### src/rtl/pcie_irq_arb.sv
// pcie_irq_arb: round-robin MSI arbiter for tx/rx interrupt pulses with post-grant holdoff
module pcie_irq_arb #(
  parameter logic [15:0] HOLDOFF = 16'd250,
  parameter logic [7:0]  TX_VEC  = 8'h01,
  parameter logic [7:0]  RX_VEC  = 8'h00
) (
  input  logic        clk,
  input  logic        rst,
  input  logic        tx_send_irq,
  input  logic        rx_send_irq,
  input  logic        cfg_interrupt_msienable,
  input  logic        cfg_interrupt_rdy_n,
  output logic        cfg_interrupt_n,
  output logic [7:0]  cfg_interrupt_di,
  output logic        cfg_interrupt_assert_n,
  output logic [31:0] irq_cnt
);
  localparam logic [1:0] IDLE = 2'd0;
  localparam logic [1:0] REQ  = 2'd1;
  localparam logic [1:0] HOLD = 2'd2;
  logic [1:0]  state;
  logic [15:0] cnt;
  logic        tx_pend, rx_pend, sel_rx, last_rx, hs;
  assign hs = (state == REQ) & ~cfg_interrupt_rdy_n;
  assign cfg_interrupt_n = state != REQ;
  assign cfg_interrupt_di = state == REQ ? (sel_rx ? RX_VEC : TX_VEC) : 8'h00;
  assign cfg_interrupt_assert_n = 1'b1;
  always_ff @(posedge clk or posedge rst) begin
    if (rst) begin
      state   <= IDLE;
      tx_pend <= 1'b0;
      rx_pend <= 1'b0;
      sel_rx  <= 1'b0;
      last_rx <= 1'b1;
      cnt     <= 16'd0;
      irq_cnt <= 32'd0;
    end else begin
      tx_pend <= tx_send_irq | (tx_pend & ~(hs & ~sel_rx));
      rx_pend <= rx_send_irq | (rx_pend & ~(hs & sel_rx));
      if (hs) begin
        irq_cnt <= irq_cnt + 32'd1;
        last_rx <= sel_rx;
        cnt     <= HOLDOFF;
      end
      case (state)
        IDLE: if ((tx_pend | rx_pend) & cfg_interrupt_msienable) begin
          state  <= REQ;
          sel_rx <= rx_pend & (~tx_pend | ~last_rx);
        end
        REQ: if (hs) state <= HOLD;
        HOLD: if (cnt == 16'd0) state <= IDLE; else cnt <= cnt - 16'd1;
        default: state <= IDLE;
      endcase
    end
  end
endmodule
### config.mk
export PLATFORM = sky130hd
export DESIGN_NAME = pcie_irq_arb
export DESIGN_NICKNAME = d
export VERILOG_FILES = /design/src/rtl/pcie_irq_arb.sv
export SDC_FILE = /design/constraint.sdc
export NUM_CORES = 1
export LEC_CHECK = 0
export BUFFER_PORTS_ARGS = -buffer_cell sky130_fd_sc_hd__buf_2
export CAP_MARGIN = 0
export CORE_MARGIN = 2
export CORE_UTILIZATION = 30
export CTS_BUF_LIST = sky130_fd_sc_hd__clkbuf_8
export DETAILED_ROUTE_END_ITERATION = 8
export GPL_TIMING_DRIVEN = 0
export SYNTH_ARGS = -nofsm -noshare
export SYNTH_HDL_FRONTEND = slang
export SYNTH_SLANG_ARGS = --single-unit
export TNS_END_PERCENT = 100
### constraint.sdc
create_clock -name clk -period 3.2 [get_ports clk]
set_clock_uncertainty 0.2 [all_clocks]
set_input_delay 0.16 -clock clk [delete_from_list [all_inputs] [get_ports clk]]
set_output_delay 0.16 -clock clk [all_outputs]
set_load 0.03 [all_outputs]
==> results.sh, run 1 <==
export IMPL_status="finished clean"
export IMPL_synthFlopType="dfrtp_1"
export IMPL_route_vias_total=1942
export IMPL_p_per_area_mw_per_mm2=537
export IMPL_dieArea_mm2=0.00969
export IMPL_nets=313
export IMPL_start_util_pct=30.8
export IMPL_finalSetupTns_ns=0
export IMPL_ir_drop_uv=347
export IMPL_grt_pass1_vias=1894
export IMPL_drt_total_wl_mm=5.34
export IMPL_clock_sinks=54
export IMPL_fmax_mhz=451
export IMPL_die_h_um=98.5
export IMPL_maxCapViolations=0
export IMPL_slew_headroom_pct=58.0
export IMPL_leakage_uw=0.00153
export IMPL_layout_drive_gt1_share_pct=23.0
export IMPL_antenna_cells=0
export IMPL_finalHoldViolCount=0
export IMPL_h_tree_depth=2
export IMPL_fillers=891
export IMPL_grt_usage_pct=11.7
export IMPL_synth_edff_count=0
export IMPL_worst_pin_slew_ns=0.628
export IMPL_insertion_delay_ns=0.32
export IMPL_cts_root_buf="clkbuf_8"
export IMPL_wl_met3_um=207
export IMPL_stdcell_area_mm2=0.00319
export IMPL_reg2regPathDepth=6
export IMPL_required_ns=3.20
export IMPL_core_mm2=0.00868
export IMPL_tritoncts="yes"
export IMPL_regArea_mm2=0.00135
export IMPL_cp_end_kind="register"
export IMPL_crit_fanout=10
export IMPL_final_cell_mix="dfrtp_1, buf_2, nand2_1"
export IMPL_mostFrequentLayoutCell="dfrtp_1"
export IMPL_post_route_period_util_pct=69.3
export IMPL_met2_length_mm=2.39
export IMPL_start_kind="register"
export IMPL_ant_nets=0
export IMPL_io_buffers=39
export IMPL_multi_input_area_mm2=0.00122
export IMPL_synth_seq_cells=54
export IMPL_seq_area_frac_synth_pct=50.5
export IMPL_ys_types=48
export IMPL_hold_path_class="input pin to register"
export IMPL_maxUsedRoutingLayer="met4"
export IMPL_syn_area_mm2=0.00268
export IMPL_period_minus_slack_ns=2.22
export IMPL_setup_violations_final=0
export IMPL_syn_instance_count=247
export IMPL_dp_hpwl_mm=3.90
export IMPL_cts_buffer_depth=2
export IMPL_grt_pass1_wl_mm=9.25
export IMPL_io_pins=48
export IMPL_m1WireLength_mm=2.66
export IMPL_avgSynthCellArea_um2=10.8
export IMPL_rsz0062_at_grt="false"
export IMPL_wl_per_cell_um=12.9
export IMPL_dr_first_iter_drc_count=149
export IMPL_ys_warn_count=0
export IMPL_firstDrtPassIters=5
export IMPL_slew_viol_final=0
export IMPL_die_w_um=98.5
export IMPL_place_gp_congestion=0.767
export IMPL_grt_max_degree=32
export IMPL_async_flop_share_pct=100
export IMPL_viasPerCell=4.70
export IMPL_antenna_found_initial=0
export IMPL_syn2layout_area_growth_pct=19.1
export IMPL_post_cts_resized=0
export IMPL_clk_pin_slew_ns=0.10
export IMPL_worst_ep_arrival_time_ns=2.22
export IMPL_post_route_util_pct=36.7
export IMPL_min_delay_path_depth=4
export IMPL_dpl_instance_area_mm2=0.00305
export IMPL_num_rows=34
export IMPL_drc_errors=0
export IMPL_crit_type="register to register"
export IMPL_grt_remaining_overflow=0
export IMPL_numCtsBuffers=5
[through the flow]
stage          std cells  hold WS [ns]  total power [uW]  setup slack [ns]
6_report             413        0.0684              1710             0.983
3_5_place_dp         401        0.0347              1310             0.963
2_1_floorplan        253        0.0523              1180              1.20
3_3_place_gp         400         0.141              1290             0.774
5_1_grt              413        0.0829              1820             0.771
4_1_cts              413        0.0603              1730             0.946
[cell usage after synthesis (3+ instances only)]
cell type | number | area, um2
dfrtp_1 | 53 | 1330
nand2_1 | 28 | 105
xnor2_1 | 27 | 236
nand4_1 | 17 | 106
nand3_1 | 16 | 80.1
nor2_1 | 11 | 41.3
mux2i_1 | 10 | 100
buf_4 | 8 | 60.1
inv_1 | 7 | 26.3
nor3_1 | 5 | 25.0
and4_1 | 4 | 35.0
nor4_1 | 4 | 25.0
o21ai_0 | 4 | 20.0
xor2_1 | 4 | 35.0
and3_1 | 3 | 18.8
clkbuf_1 | 3 | 11.3
ha_1 | 3 | 37.5
nor3b_1 | 3 | 22.5
[sequential cells by signal (all words and copies together), names as in the netlist]
register,flops
sel_rx,1
last_rx,1
rx_pend,1
cnt,16
tx_pend,1
state,2
irq_cnt,32
[cell families (layout without fill, tap and decap cells)]
logic type | after synthesis | count (layout) | synth area share, %
and+or+nand+nor | 112 | 112 | 25.4
DFF | 54 | 54 | 50.5
xor gates and xnor gates | 31 | 31 | 10.1
buffers and inverters | 21 | 73 | 4.68
AOI/OAI and AO/OA | 13 | 13 | 3.37
muxes | 11 | 11 | 4.16
adders and majority gates | 3 | 3 | 1.40
other | 2 | 8 | 0.281
[layer usage]
layer	up-vias	GRT usage, %
li1	966	-
met1	933	17.2
met2	39	17.4
met3	4	1.91
met4	0	4.74
met5	-	0
[final timing paths]
kind	start	endpoint	slack [ns]
setup / recovery	irq_cnt[0]$_DFFE_PP0P_	irq_cnt[28]$_DFFE_PP0P_	0.98
min in group asynchronous	rst	irq_cnt[30]$_DFFE_PP0P_	0.21
hold / removal	cfg_interrupt_msienable	state[0]$_DFFE_PP0P_	0.07
hold reg to reg	last_rx$_DFFE_PP1P_	last_rx$_DFFE_PP1P_	0.27
max in group asynchronous	rst	last_rx$_DFFE_PP1P_	1.96
setup reg to reg	irq_cnt[0]$_DFFE_PP0P_	irq_cnt[28]$_DFFE_PP0P_	0.98
[where the power goes]
group	leakage, uW	internal [uW]	switching (uW)	total, uW
logic	0.000782	162	279	440
registers	0.000700	766	88.8	855
clock network	0.0000506	164	251	416
total	0.00153	1090	619	1710
[critical path, cell delays in order (launching register included)]
cell	delay, ns
dfrtp_1	0.46
ha_1	0.23
nand4bb_1	0.24
nor4_1	0.36
buf_2	0.31
nand4_1	0.14
xnor2_1	0.16
[area by class of cell]
| cell class | instances | share of cell area, % |
|---|---|---|
| plain buffers | 14 | 3.10 |
| clock buffers | 5 | 2.16 |
| clock inverters | 3 | 0.903 |
| inverters | 7 | 0.824 |
| multi-input cells | 178 | 38.3 |
| flip-flops and latches | 54 | 42.4 |
| well taps | 108 | 4.24 |
| repair buffers | 44 | 8.01 |
[repair_timing]
action / CTS / global route
hold buffers: 4 / 0
endpoints found under the hold margin: 26 / 0
setup buffers: 0 / 0
Power figures use the tool's default switching activity.
==> run 2: changes to the inputs <==
Clock period 3.2 ns to 2.3 ns, I/O delays scaled along.
==> run 2 against run 1 <==
Effect of this change:
- sequential power is 39% higher
- first-iteration DRC count rose by 6.0%
- flip-flop and latch count unchanged
- worst hold slack worse by 0.045 ns
- worst setup slack worse by 0.82 ns
- die area is the same
- critical endpoint is now cnt[13]$_DFF_PP0_
- largest cell class unchanged
- largest power group unchanged
- highest routed layer unchanged
==> results.sh, run 2 (synthesis results as in run 1) <==
export IMPL_status="finished clean"
export IMPL_grt_max_degree=32
export IMPL_reg2regPathDepth=4
export IMPL_hold_path_class="input pin to register"
export IMPL_crit_reg2reg_launch="cnt[2]$_DFF_PP0_"
export IMPL_nets=313
export IMPL_firstDrtPassIters=4
export IMPL_leakage_uw=0.00154
export IMPL_r2r_end="cnt[13]$_DFF_PP0_"
export IMPL_regMostFlops="irq_cnt"
export IMPL_grt_pass1_vias=1894
export IMPL_ant_nets=0
export IMPL_setup_worst_path_end="cnt[13]$_DFF_PP0_"
export IMPL_dr_first_iter_drc_count=158
export IMPL_cp_end_kind="register"
export IMPL_clk_pin_slew_ns=0.10
export IMPL_finalSetupTns_ns=0
export IMPL_place_gp_congestion=0.767
export IMPL_insertion_delay_ns=0.32
export IMPL_setup_violations_final=0
export IMPL_required_ns=2.30
export IMPL_slew_headroom_pct=56.7
export IMPL_worst_ep_arrival_time_ns=2.14
export IMPL_antenna_found_initial=0
export IMPL_power_frac_comb_pct=25.9
export IMPL_core_mm2=0.00868
export IMPL_h_tree_depth=2
export IMPL_largestRegisters="irq_cnt: 32 flops, cnt: 16 flops, state: 2 flops"
export IMPL_grt_usage_pct=11.7
export IMPL_num_rows=34
export IMPL_wl_per_cell_um=12.9
export IMPL_largest_register_ffs=32
export IMPL_final_cell_mix="dfrtp_1, buf_2, nand2_1"
export IMPL_syn2layout_area_growth_pct=20.0
export IMPL_grt_pass1_wl_mm=9.25
export IMPL_crit_type="register to register"
export IMPL_netSwitchingFraction_pct=36.2
export IMPL_dp_hpwl_mm=3.90
export IMPL_p_int_uw=1520
export IMPL_antenna_cells=0
export IMPL_post_route_util_pct=37.0
export IMPL_cts_buffer_depth=2
export IMPL_cp_slowest_cell="or4_1"
export IMPL_cp_startpoint="cnt[2]$_DFF_PP0_"
export IMPL_io_pins=48
export IMPL_cts_root_buf="clkbuf_8"
export IMPL_grt_remaining_overflow=0
export IMPL_fmax_mhz=469
export IMPL_crit_fanout=6
export IMPL_clock_sinks=54
export IMPL_start_util_pct=30.8
export IMPL_period_minus_slack_ns=2.13
export IMPL_r2r_slack_ns=0.17
export IMPL_rsz0062_at_grt="false"
export IMPL_p_per_area_mw_per_mm2=743
export IMPL_worst_pin_slew_ns=0.647
export IMPL_mostFrequentLayoutCell="dfrtp_1"
export IMPL_slew_viol_final=0
export IMPL_tritoncts="yes"
export IMPL_drt_total_wl_mm=5.34
export IMPL_cpPeakStageDelay_ns=0.60
export IMPL_maxCapViolations=0
export IMPL_cts_setup_buffers=0
export IMPL_drc_errors=0
export IMPL_io_buffers=39
export IMPL_p_seq_share_pct=50.0
export IMPL_layout_drive_gt1_share_pct=24.3
export IMPL_clock_power_share_pct=24.1
export IMPL_finalHoldViolCount=0
export IMPL_numCtsBuffers=5
export IMPL_die_h_um=98.5
export IMPL_route_vias_total=1956
export IMPL_start_kind="register"
export IMPL_dieArea_mm2=0.00969
export IMPL_power_switching_uw=862
export IMPL_post_route_period_util_pct=92.8
export IMPL_die_w_um=98.5
export IMPL_path_cells="or4_1, nor4_1, nand4_1, mux2i_1"
export IMPL_viasPerCell=4.74
export IMPL_ir_drop_uv=483
-- run 2: changes by cell type in the layout (fill, tap and decap cells not counted) --
cell / change
buf_2: -1
clkbuf_4: +1
nand3_1: -1
nand3_2: +1
nor3b_1: -2
nor3b_2: +2
nor4_1: -1
nor4_2: +1
-- run 2: critical path, delay by kind of cell, from the launching register on --
family | cells | cell delay [ns]
DFF | 1 | 0.46
and+or+nand+nor | 3 | 1.22
muxes | 1 | 0.15
-- run 2: worst min path at each step --
stage                                 start                 endpoint  cells past startpoint
global placement                rx_send_irq        rx_pend$_DFF_PP0_                      2
CTS                 cfg_interrupt_msienable     state[0]$_DFFE_PP0P_                      4
floorplan                       rx_send_irq        rx_pend$_DFF_PP0_                      1
global route        cfg_interrupt_msienable     state[0]$_DFFE_PP0P_                      4
detailed placement                      rst  irq_cnt[31]$_DFFE_PP0P_                      2
finish              cfg_interrupt_msienable     state[0]$_DFFE_PP0P_                      4
-- run 2: area by class of cell --
type / instances / area (um2)
fill: 886 / 5470
sequential: 54 / 1350
multi-input combinational: 178 / 1240
timing repair buffer: 44 / 255
tap: 108 / 135
buffer: 14 / 101
clock buffer: 5 / 68.8
clock inverter: 3 / 28.8
inverter: 7 / 26.3
-- run 2: power groups by stage --
stage	clock [uW]	sequential [uW]	combinational, uW
floorplan	0	1240	395
global placement	0	1200	595
detailed placement	0	1210	612
CTS	603	1190	619
global route	639	1220	686
finish	576	1190	617
-- run 2: what timing repair did --
| action | in CTS | in global routing |
|---|---|---|
| endpoints found under the hold margin | 26 | 0 |
| resized for setup | 0 | 5 |
| setup endpoints to repair | 0 | 11 |
| hold buffers | 4 | 0 |
-- run 2: metrics by stage --
stage | setup WS [ns] | hold slack (ns) | area, um2 | power, uW | cells
2_1_floorplan | 0.300 | 0.00729 | 2700 | 1640 | 253
3_3_place_gp | -0.0815 | 0.0957 | 3030 | 1800 | 400
3_5_place_dp | 0.0631 | -0.0103 | 3050 | 1820 | 401
4_1_cts | 0.0465 | 0.0153 | 3190 | 2410 | 413
5_1_grt | 0.00635 | 0.0379 | 3210 | 2540 | 413
6_report | 0.166 | 0.0230 | 3210 | 2380 | 413
-- run 2: routing by layer --
metal	global-route usage [%]	wire length (um)	up-vias
met4	4.74	79	0
met1	17.2	2640	936
met5	0	0	-
met3	1.91	231	4
li1	-	-	966
met2	17.4	2390	50
